**src/rtl/cv32e40p_pkg.sv**
```systemverilog
// Shared core constants used by the interrupt conditioning slice.
// IRQ_MASK marks the irq lines the core actually implements; all others are tied off.
package cv32e40p_pkg;

  localparam logic [31:0] IRQ_MASK = 32'hFFFF_0888;

  localparam int unsigned IRQ_SYNC_STAGES_DEFAULT = 2;

  function automatic logic [31:0] irq_id_onehot(input logic [4:0] id);
    return 32'h0000_0001 << id;
  endfunction

endpackage

```
**src/rtl/cv32e40p_irq_conditioner_if.sv**
```systemverilog
// Signal bundle between the interrupt sources / CSR side and the irq conditioner.
// master drives sources, ack and configuration; slave is the conditioner.
interface cv32e40p_irq_conditioner_if;
  logic [31:0] irq_src_i;
  logic [31:0] irq_o;
  logic        irq_ack_i;
  logic [4:0]  irq_id_i;
  logic        mode_we_i;
  logic [31:0] mode_wdata_i;
  logic [31:0] mode_o;
  logic [31:0] pend_clr_i;
  logic [31:0] pend_o;

  modport master (
    output irq_src_i, irq_ack_i, irq_id_i, mode_we_i, mode_wdata_i, pend_clr_i,
    input  irq_o, mode_o, pend_o
  );

  modport slave (
    input  irq_src_i, irq_ack_i, irq_id_i, mode_we_i, mode_wdata_i, pend_clr_i,
    output irq_o, mode_o, pend_o
  );
endinterface

```
**src/rtl/cv32e40p_irq_sync.sv**
```systemverilog
// Single-bit synchroniser, SYNC_STAGES flops, async reset to 0; latency SYNC_STAGES cycles.
// Kept standalone so it can be replaced by a technology synchroniser cell; no backpressure.
module cv32e40p_irq_sync #(
  parameter int unsigned SYNC_STAGES = 2
) (
  input  logic clk,
  input  logic rst_n,
  input  logic d_i,
  output logic q_o
);

  logic [SYNC_STAGES-1:0] sync_q;

  always_ff @(posedge clk or negedge rst_n) begin
    if (!rst_n) begin
      sync_q <= '0;
    end else begin
      sync_q <= {sync_q[SYNC_STAGES-2:0], d_i};
    end
  end

  assign q_o = sync_q[SYNC_STAGES-1];

endmodule

```
**src/rtl/cv32e40p_irq_conditioner.sv**
```systemverilog
// Synchronises the 32 external irq lines and applies per-line level/edge mode with sticky pending.
// Latency: level SYNC_STAGES cycles, edge SYNC_STAGES+1; no backpressure, ack/clear are pulses.
module cv32e40p_irq_conditioner
  import cv32e40p_pkg::*;
#(
  parameter int unsigned SYNC_STAGES   = IRQ_SYNC_STAGES_DEFAULT,
  parameter logic [31:0] EDGE_MODE_RST = 32'h0000_0000
) (
  input logic                         clk,
  input logic                         rst_n,
  cv32e40p_irq_conditioner_if.slave   bus
);

  logic [31:0] sync_raw;
  logic [31:0] sync_s;
  logic [31:0] prev_q;
  logic [31:0] pend_q;
  logic [31:0] pend_d;
  logic [31:0] mode_q;
  logic [31:0] mode_d;
  logic [31:0] rise;
  logic [31:0] ack_vec;
  logic [31:0] clr;

  for (genvar i = 0; i < 32; i++) begin : g_sync
    cv32e40p_irq_sync #(
      .SYNC_STAGES (SYNC_STAGES)
    ) u_sync (
      .clk   (clk),
      .rst_n (rst_n),
      .d_i   (bus.irq_src_i[i]),
      .q_o   (sync_raw[i])
    );
  end

  // Unimplemented lines are forced low right after the synchroniser.
  assign sync_s  = sync_raw & IRQ_MASK;
  assign rise    = sync_s & ~prev_q;
  assign ack_vec = bus.irq_ack_i ? irq_id_onehot(bus.irq_id_i) : 32'h0;
  assign clr     = ack_vec | bus.pend_clr_i;

  always_comb begin
    pend_d = mode_q & (rise | (pend_q & ~clr));
    mode_d = mode_q;
    if (bus.mode_we_i) begin
      mode_d = bus.mode_wdata_i & IRQ_MASK;
      // A line leaving edge mode loses its pending bit in the same update.
      pend_d = pend_d & bus.mode_wdata_i;
    end
    pend_d = pend_d & IRQ_MASK;
  end

  // prev tracks the synchronised line in both modes, so level->edge never sees a stale edge.
  always_ff @(posedge clk or negedge rst_n) begin
    if (!rst_n) begin
      prev_q <= '0;
      pend_q <= '0;
      mode_q <= EDGE_MODE_RST & IRQ_MASK;
    end else begin
      prev_q <= sync_s;
      pend_q <= pend_d;
      mode_q <= mode_d;
    end
  end

  assign bus.irq_o  = (~mode_q & sync_s) | (mode_q & pend_q);
  assign bus.mode_o = mode_q;
  assign bus.pend_o = pend_q;

endmodule

```
**src/flat_wrapper.sv**
```systemverilog
// flat-port wrapper written by rule: the top's interface ports become plain ports
module cv32e40p_irq_conditioner_flat import cv32e40p_pkg::*;
#(
  parameter int unsigned SYNC_STAGES   = IRQ_SYNC_STAGES_DEFAULT,
  parameter logic [31:0] EDGE_MODE_RST = 32'h0000_0000
)
  (clk, rst_n, bus_irq_src_i, bus_irq_ack_i, bus_irq_id_i, bus_mode_we_i, bus_mode_wdata_i, bus_pend_clr_i, bus_irq_o, bus_mode_o, bus_pend_o);
  cv32e40p_irq_conditioner_if bus_i ();
  input logic clk;
  input logic rst_n;
  input wire logic [$bits(bus_i.irq_src_i)-1:0] bus_irq_src_i;
  input wire logic [$bits(bus_i.irq_ack_i)-1:0] bus_irq_ack_i;
  input wire logic [$bits(bus_i.irq_id_i)-1:0] bus_irq_id_i;
  input wire logic [$bits(bus_i.mode_we_i)-1:0] bus_mode_we_i;
  input wire logic [$bits(bus_i.mode_wdata_i)-1:0] bus_mode_wdata_i;
  input wire logic [$bits(bus_i.pend_clr_i)-1:0] bus_pend_clr_i;
  output wire logic [$bits(bus_i.irq_o)-1:0] bus_irq_o;
  output wire logic [$bits(bus_i.mode_o)-1:0] bus_mode_o;
  output wire logic [$bits(bus_i.pend_o)-1:0] bus_pend_o;
  assign bus_i.irq_src_i = bus_irq_src_i;
  assign bus_i.irq_ack_i = bus_irq_ack_i;
  assign bus_i.irq_id_i = bus_irq_id_i;
  assign bus_i.mode_we_i = bus_mode_we_i;
  assign bus_i.mode_wdata_i = bus_mode_wdata_i;
  assign bus_i.pend_clr_i = bus_pend_clr_i;
  assign bus_irq_o = bus_i.irq_o;
  assign bus_mode_o = bus_i.mode_o;
  assign bus_pend_o = bus_i.pend_o;
  cv32e40p_irq_conditioner #(.SYNC_STAGES(SYNC_STAGES), .EDGE_MODE_RST(EDGE_MODE_RST)) u_core (.clk(clk), .rst_n(rst_n), .bus(bus_i));
endmodule
```
**config.mk**
```make
export PLATFORM = sky130hd
export DESIGN_NAME = cv32e40p_irq_conditioner_flat
export DESIGN_NICKNAME = d
export VERILOG_FILES = /design/src/rtl/cv32e40p_pkg.sv /design/src/rtl/cv32e40p_irq_conditioner_if.sv /design/src/rtl/cv32e40p_irq_sync.sv /design/src/rtl/cv32e40p_irq_conditioner.sv /design/src/flat_wrapper.sv
export SDC_FILE = /design/constraint.sdc
export NUM_CORES = 1
export LEC_CHECK = 0
export BUFFER_PORTS_ARGS = -buffer_cell sky130_fd_sc_hd__buf_2
export CORE_MARGIN = 3
export CORE_UTILIZATION = 45
export DETAILED_ROUTE_END_ITERATION = 16
export PLACE_DENSITY = 0.88
export REMOVE_ABC_BUFFERS = 1
export SETUP_SLACK_MARGIN = 0.1
export SKIP_LAST_GASP = 1
export SLEW_MARGIN = 20
export SYNTH_ARGS = -nofsm -noshare
export SYNTH_HDL_FRONTEND = slang
export SYNTH_SLANG_ARGS = --single-unit
```
**constraint.sdc**
```tcl
create_clock -name clk -period 1.6 [get_ports clk]
set_input_delay 0.08 -clock clk [delete_from_list [all_inputs] [get_ports clk]]
set_output_delay 0.08 -clock clk [all_outputs]
set_load 0.05 [all_outputs]
```
# Word-level counts from Yosys, hierarchy flattened

Cells that the tools add are included.

Register bits after elaboration: 95
Input port bits: 105

Shift-type cells: 1
Multiplexer cells: 2
Bitwise gates (word level): 12

Operator list:

| operator               | count |
|---|---|
| $and A32 B32 Y32       | 6 |
| $not A32 Y32           | 3 |
| $or A32 B32 Y32        | 3 |
| $mux W32               | 2 |
| $shl A1 B5 Y32 const A | 1 |

# Logic depth before layout (Yosys ltp)

Gate-level depths: netlist of the first run.

Depth after elaboration: 9
Depth in mapped cells: 4
Mapped depth without buffers: 3

# Cells and area by module

From an unflattened synthesis of the first run, not the netlist that was laid out.

Cells, all modules: 286
Area total of the unflattened synthesis: 3761.1 µm²

Modules (own cells, without submodules):

| module                   | times used | cells an instance | area an instance (µm²) | sequential area each (µm²) |
|---|---|---|---|---|
| cv32e40p_irq_conditioner | 1          | 248               | 2810.2                 | 1426.4 |
| cv32e40p_irq_sync        | 19         | 2                 | 50.0                   | 50.0 |

# Worst setup path after synthesis of the first run

Ideal clock, no wire load.

Kind: register to output
Start point: reg u_core.mode_q[11] (netlist: u_core.bus.mode_o[11])
End point: out bus_irq_o[11]
Arrival time: 1.149 ns
Required time: 1.520 ns
Setup slack: 0.371 ns
Cell stages (with the launch flop): 2
Buffers on the path: 0
Cells stage by stage: dfrtp_1 -> mux2_2

Longest elaborated chain between the ends: 3
Elaborated cells between the ends (all ways): 4
Those cells by class: bitwise (4)

RTL lines:

| item                   | RTL line                       | source |
|---|---|---|
| from (decl)            | cv32e40p_irq_conditioner.sv:19 | `logic [31:0] mode_q;` |
| from (signal assigned) | cv32e40p_irq_conditioner.sv:58 | `mode_q <= EDGE_MODE_RST & IRQ_MASK;` |
| from (signal assigned) | cv32e40p_irq_conditioner.sv:62 | `mode_q <= mode_d;` |
| $not A32 Y32           | cv32e40p_irq_conditioner.sv:66 | `assign bus.irq_o = (~mode_q & sync_s) \| (mode_q & pend_q);` |
| $and A32 B32 Y32       | cv32e40p_irq_conditioner.sv:66 |  |
| $or A32 B32 Y32 (*)    | cv32e40p_irq_conditioner.sv:66 |  |
| to (decl)              | flat_wrapper.sv:17             | `output wire logic [$bits(bus_i.irq_o)-1:0] bus_irq_o;` |

Mark *: on every way between the ends. The rest lies on a longest branch, timed or not.

# Worst setup path in the final report of the first run

Start point: reg u_core.mode_q[27] (netlist: u_core.bus.mode_o[27])
End point: out bus_irq_o[27]

The elaborated chain is that of the path after synthesis.

==> results of run 1 <==
placed cells by master (no fill, tap or decap), types with 2 or more instances in the layout:
| master | count |
|---|---|
| o311ai_1 | 6 |
| nor2b_1 | 13 |
| dlygate4sd3_1 | 47 |
| dfrtp_1 | 95 |
| clkbuf_8 | 9 |
| a21oi_1 | 19 |
| inv_1 | 7 |
| o21ai_0 | 31 |
| conb_1 | 39 |
| buf_12 | 2 |
| mux2_2 | 38 |
| buf_2 | 121 |
| clkinv_4 | 2 |
| nand2b_1 | 21 |
| nand4b_1 | 2 |
| buf_4 | 2 |
metrics by stage:
| step | worst slack, ns | util [%] | instances | area [µm²] | power, µW |
|---|---|---|---|---|---|
| floorplan | 0.371 | - | 278 | 3560 | 3520 |
| global placement | 0.392 | 55.2 | 505 | 4350 | 3840 |
| detailed placement | 0.386 | 55.2 | 505 | 4350 | 3880 |
| CTS | 0.193 | 63.5 | 567 | 5010 | 5460 |
| global route | 0.134 | 63.5 | 567 | 5010 | 5660 |
| finish | 0.211 | 63.5 | 567 | 5010 | 5420 |
layer usage:
metal  global-route usage, %  share of wire, %
met5                       0                 0
met4                    6.05               1.7
met3                    3.82               6.9
met2                    34.9                52
met1                    23.6                39
critical path, delay by kind of cell (launching register included):
| family | cells | cell delay (ns) |
|---|---|---|
| multiplexers | 1 | 0.35 |
| flip-flops | 1 | 0.40 |
| buffers and inverters | 1 | 0.21 |
what timing repair did:
| action | 4_1_cts | 5_1_grt |
|---|---|---|
| hold endpoints to repair | 84 | 0 |
| resized for setup | 0 | 0 |
| hold buffers | 47 | 0 |
flip-flops by register name, summed over array words and instances, names as in the netlist:
| signal | cells |
|---|---|
| u_core.prev_q | 19 |
| u_core.g_sync.u_sync.sync_q | 38 |
| u_core.bus.mode_o | 19 |
| u_core.bus.pend_o | 19 |
synth_stat cells:
master / number / area (µm²)
nand2b_1: 21 / 131
a21oi_1: 19 / 95.1
nand2_1: 1 / 3.75
conb_1: 1 / 3.75
buf_2: 2 / 10.0
nand2_2: 1 / 6.26
nand4bb_1: 1 / 11.3
or3b_1: 1 / 8.76
buf_4: 39 / 293
nor2b_1: 13 / 81.3
o41ai_1: 1 / 8.76
o311ai_1: 6 / 52.6
nand3b_1: 1 / 7.51
dfrtp_1: 95 / 2380
mux2_2: 38 / 428
inv_1: 7 / 26.3
nand4_1: 1 / 6.26
clkbuf_1: 1 / 3.75
nand4b_1: 2 / 17.5
o21ai_0: 31 / 155
final cells by class:
class	count	area [µm²]
clock inverter	5	60.1
fill	613	2880
sequential	95	2380
tap	102	128
multi-input combinational	176	1160
clock buffer	10	128
timing repair buffer	172	1130
inverter	7	26.3
cells by family (layout without fill, tap and decap cells):
kind of cell,count (synthesis),in the layout,synth area share (%)
buffers and inverters,49,194,8.93
DFF,95,95,63.8
muxes,38,38,11.5
AOI/OAI and AO/OA,57,57,8.36
and+or+nand+nor,42,42,7.35
other,1,39,0.101
power by group:
part	switching [µW]	internal, µW	total [µW]	leakage [µW]
logic	907	367	1270	0.00121
registers	99.0	2550	2650	0.00114
clock network	781	718	1500	0.0000923
how the worst max path moves through the flow:
stage	slack, ns	to	startpoint	depth (start not counted)
detailed placement	0.39	u_core.bus.pend_o[28]	bus_mode_we_i	4
global placement	0.39	u_core.bus.pend_o[16]	bus_irq_id_i[3]	4
floorplan	0.37	bus_irq_o[11]	u_core.bus.mode_o[11]	1
CTS	0.19	bus_irq_o[27]	u_core.bus.mode_o[27]	2
finish	0.21	bus_irq_o[27]	u_core.bus.mode_o[27]	2
global route	0.13	bus_irq_o[27]	u_core.bus.mode_o[27]	2
==> metrics, run 1 <==
largest vdd supply drop=0.614 mV; number of remaining DRC errors=0; first-pass GRT wire length=14600 µm; clock sinks=95; unrepaired setup endpoints after global routing=false; Worst Reg-to-Reg Cells=3; largest net degree at the start of global routing=47; maxcap violations=0; CP max stage delay=0.40 ns; final wirelength=8870 µm; Slew HR=about half; layout net count=roughly 570; Core Region=7890 µm²; fin crit period=1.39 ns; die area=9410 µm²; Achievable Freq=0.720 GHz; Clock Tree Buf Depth=2; Overflow after GRT=0; Worst Skew=between 0.01 and 0.015 ns; I/O Pins=201; final hold vios=0; worst-path cell chain=mux2_2, buf_2; DP HPWL=6100 µm; Post-Syn Area per Cell=13.2 µm²; Pins Over Slew Limit=0; Worst path slowest cell=dfrtp_1; Hold Path Sink=u_core.bus.pend_o[27]; TNS Setup=0 ns; Die Wd=97.0 µm; PortBufs=122; worst r2r src=u_core.bus.pend_o[27]; Antenna diodes=0; num rows=32; worst min-delay path class=in -> reg; DR iter-0 viols=between 100 and 150; H-tree depth=3; critical path class=reg -> out; Post-Synthesis Cell Area=approximately 3700 µm²; CTS tree=built; clock root buffer=clkbuf_8; min-delay src=bus_pend_clr_i[27]; Critical Path RT=1.52 ns; Syn. warnings=0; post-synth cell types=20; initial antenna violation count=0; Layout area overhead=34.4%; cell count after synthesis=around 280; post-synthesis sequential area ratio=63.8%; RePlAce Congestion=0.785; # Post-CTS Setup Buffers=0; hold path cells=4; layout cells sized above 1=38.3%; register bit total from synthesis=95; worst flop-to-flop path endpoint=u_core.bus.pend_o[27]; Worst setup SP type=flop; vias per cell=~4.8; global-route usage over all layers=19.5%; hold_ws=0.0178 ns; worst reg2reg setup slack=0.74 ns; crit path capture type=primary output; endpoints failing setup=0; worst slew pin tran=0.757 ns; Die Y=97.0 µm; status=complete, no violations; Final ANT Viol Nets=0; vias in the first global route=2940; clk_lat worst skew=0.35 ns; power per standard cell area=~1100 nW/µm²; Tcrit/Tclk final=between 80% and 90%; Leak=0.00244 µW; Reg clk slew, reported paths=0.09 ns; Num CTS Buffers=9; Worst Path Max Fanout=4; DRT Pass-1 Iters=4; Worst Path Arrival=1.31 ns; Initial Util=47.3%; WL/cell=15.6 µm; via count=2702
Note: power is estimated with default switching activity, not from simulation.
==> inputs of run 2 (changes only) <==
--- a/config.mk
+++ b/config.mk
@@ -9,4 +9,5 @@
 export CORE_MARGIN = 3
 export CORE_UTILIZATION = 45
+export CTS_BUF_LIST = sky130_fd_sc_hd__clkbuf_16
 export DETAILED_ROUTE_END_ITERATION = 16
 export PLACE_DENSITY = 0.88
==> constraint.sdc (replaced) <==
create_clock -name clk -period 1.6 [get_ports clk]
set_input_delay 0.24 -clock clk [delete_from_list [all_inputs] [get_ports clk]]
set_output_delay 0.24 -clock clk [all_outputs]
set_load 0.05 [all_outputs]
==> run 2 against run 1 <==
Non-clock buffer count fell by 26. Register-to-register slack worse by 0.17 ns. Worst hold slack got worse by 0.0029 ns. Combinational power rose by 3%. Die area unchanged. Highest routed layer unchanged. Wire length down 5.2%. Core utilization is 1.2 points lower. Power increased by 14%. Fmax decreased by 5.3%. Flip-flop and latch count is the same. Critical path depth stayed put.
==> metrics, run 2 (synthesized netlist as in run 1, its figures left out) <==
Worst Path Max Fanout=3 (was 4); clock sinks=95 (unchanged); number of remaining DRC errors=0 (unchanged); most frequent cells in the layout=buf_2 (102), dfrtp_1 (95), conb_1 (39), mux2_2 (35), o21ai_0 (31) (was buf_2 (121), dfrtp_1 (95), dlygate4sd3_1 (47), conb_1 (39), mux2_2 (38)); worst setup path start=u_core.bus.mode_o[16] (was u_core.bus.mode_o[27]); Worst Skew=0.00649 ns (was 0.0108 ns); hold_ws=0.0149 ns (was 0.0178 ns); unrepaired setup endpoints after global routing=true (was false); Worst path slowest cell=dfrtp_1 (unchanged); first-pass GRT wire length=13300 µm (was 14600 µm); WL/cell=15.5 µm (was 15.6 µm); I/O Pins=201 (unchanged); endpoints failing setup=0 (unchanged); maxcap violations=0 (unchanged); worst r2r src=u_core.bus.mode_o[20] (was u_core.bus.pend_o[27]); max reg flops=38 (unchanged); Final ANT Viol Nets=0 (unchanged); fin crit period=1.47 ns (was 1.39 ns); Core Region=7890 µm² (unchanged); vias per cell=4.84 (was 4.77); final wirelength=8410 µm (was 8870 µm); initial antenna violation count=0 (unchanged); worst-path cell chain=mux2_2, buf_4 (was mux2_2, buf_2); layout net count=540 (was 566); Achievable Freq=0.682 GHz (was 0.720 GHz); worst path bufs/invs=1 (unchanged); hold path cells=1 (was 4); final hold vios=0 (unchanged); fill cell total of the finished layout=642 (was 613); worst flop-to-flop path endpoint=u_core.bus.mode_o[20] (was u_core.bus.pend_o[27]); largest vdd supply drop=0.645 mV (was 0.614 mV); PortBufs=122 (unchanged); RePlAce Congestion=0.779 (was 0.785); commonest non-fill, non-tap cell in the layout=buf_2 (unchanged); WP depth=2 (unchanged); Overflow after GRT=0 (unchanged); Reg clk slew, reported paths=0.07 ns (was 0.09 ns); global-route usage over all layers=17.7% (was 19.5%); DRT Pass-1 Iters=6 (was 4); Num CTS Buffers=9 (unchanged); H-tree depth=3 (unchanged); TNS Setup=0 ns (unchanged); Worst Reg-to-Reg Cells=3 (unchanged); CP max stage delay=0.37 ns (was 0.40 ns); clock root buffer=clkbuf_16 (was clkbuf_8); die area=9410 µm² (unchanged); CTS tree=built (unchanged); Post-Place Cells=510 (was 505); Critical Path RT=1.36 ns (was 1.52 ns); Layout Cells excl Fill=541 (was 567); largest net degree at the start of global routing=42 (was 47); Initial Util=47.3% (unchanged); Top Family by Delay on Critical Path=flip-flops (unchanged); clk_lat worst skew=0.33 ns (was 0.35 ns); crit path capture type=primary output (unchanged); via count=2616 (was 2702); num rows=32 (unchanged); critical path class=reg -> out (unchanged); worst min-delay path class=in -> reg (unchanged); Worst setup SP type=flop (unchanged); Tot Pwr=6160 µW (was 5420 µW); Pins Over Slew Limit=0 (unchanged); Die Y=97.0 µm (unchanged); min-delay src=bus_irq_src_i[20] (was bus_pend_clr_i[27]); Worst Path Arrival=1.23 ns (was 1.31 ns); status=complete, no violations (unchanged); Leak=0.00244 µW (about the same); vias in the first global route=2615 (was 2940); Antenna diodes=0 (unchanged); Die Wd=97.0 µm (unchanged); Layout area overhead=32.0% (was 34.4%); power per standard cell area=1250 nW/µm² (was 1080 nW/µm²); worst reg2reg setup slack=0.57 ns (was 0.74 ns); layout cells sized above 1=45.1% (was 38.3%); DR iter-0 viols=55 (was 105); Hold Path Sink=u_core.g_sync[20].u_sync.sync_q[0] (was u_core.bus.pend_o[27]); Clock Tree Buf Depth=2 (unchanged); register name with the most flops=u_core.g_sync.u_sync.sync_q (unchanged); Tcrit/Tclk final=91.7% (was 86.8%); DP HPWL=6200 µm (was 6100 µm)
## run 2: cell types whose count changed in the layout (fill, tap and decap cells not counted), sizes merged
cell         previous run  this run
dlygate4sd3            47         1
bufinv                  1         2
clkbuf                 10         9
clkinvlp                1         0
clkinv                  3         4
buf                   125       145
## run 2: where the power goes
part           total (µW)  leakage (µW)  internal (µW)  switching [µW]
Combinational        1310       0.00114            398             916
Clock                2200      0.000153           1360             844
Sequential           2640       0.00114           2550            91.5
## run 2: worst max path at each step
stage | endpoint | slack [ns]
3_5_place_dp | u_core.bus.pend_o[16] | 0.25
2_1_floorplan | bus_irq_o[11] | 0.21
5_1_grt | bus_irq_o[16] | 0.08
6_report | bus_irq_o[16] | 0.13
3_3_place_gp | u_core.bus.pend_o[16] | 0.24
4_1_cts | bus_irq_o[27] | 0.10
## run 2: worst reg2reg max path, stage by stage, from the launching register on
cell     delay [ns]
dfrtp_1        0.39
buf_4          0.14
buf_4          0.13
mux2_2         0.26
## run 2: final cells by class
class | instances | area, µm² | share of cell area [%]
flip-flops and latches | 95 | 2380 | 48.3
well taps | 102 | 128 | 2.59
multi-input cells | 176 | 1170 | 23.8
inverters | 7 | 26.3 | 0.534
clock buffers | 9 | 225 | 4.58
repair buffers | 146 | 905 | 18.4
clock inverters | 6 | 86.3 | 1.76
## run 2: what timing repair did
| action | in CTS | in global routing |
|---|---|---|
| hold buffers | 1 | 0 |
| hold endpoints to repair | 31 | 0 |
| setup endpoints to repair | 17 | 18 |
| setup buffers | 3 | 12 |
| gates resized for setup | 19 | 18 |
## run 2: layer usage
layer  vias to the layer above  wire length (µm)  track usage, %
met5                         -                 0               0
met1                      1291              3500            23.3
li1                       1199                 -               -
met2                       115              4310            29.0
met4                         0                95            6.05
met3                        11               493            3.75
## run 2: through the flow
stage	cell area, µm²	utilization, %	setup WS [ns]
6_report	4920	62.4	0.133
4_1_cts	4770	60.5	0.102
2_1_floorplan	3560	-	0.211
5_1_grt	4920	62.4	0.0778
3_3_place_gp	4380	55.5	0.243
3_5_place_dp	4380	55.5	0.246
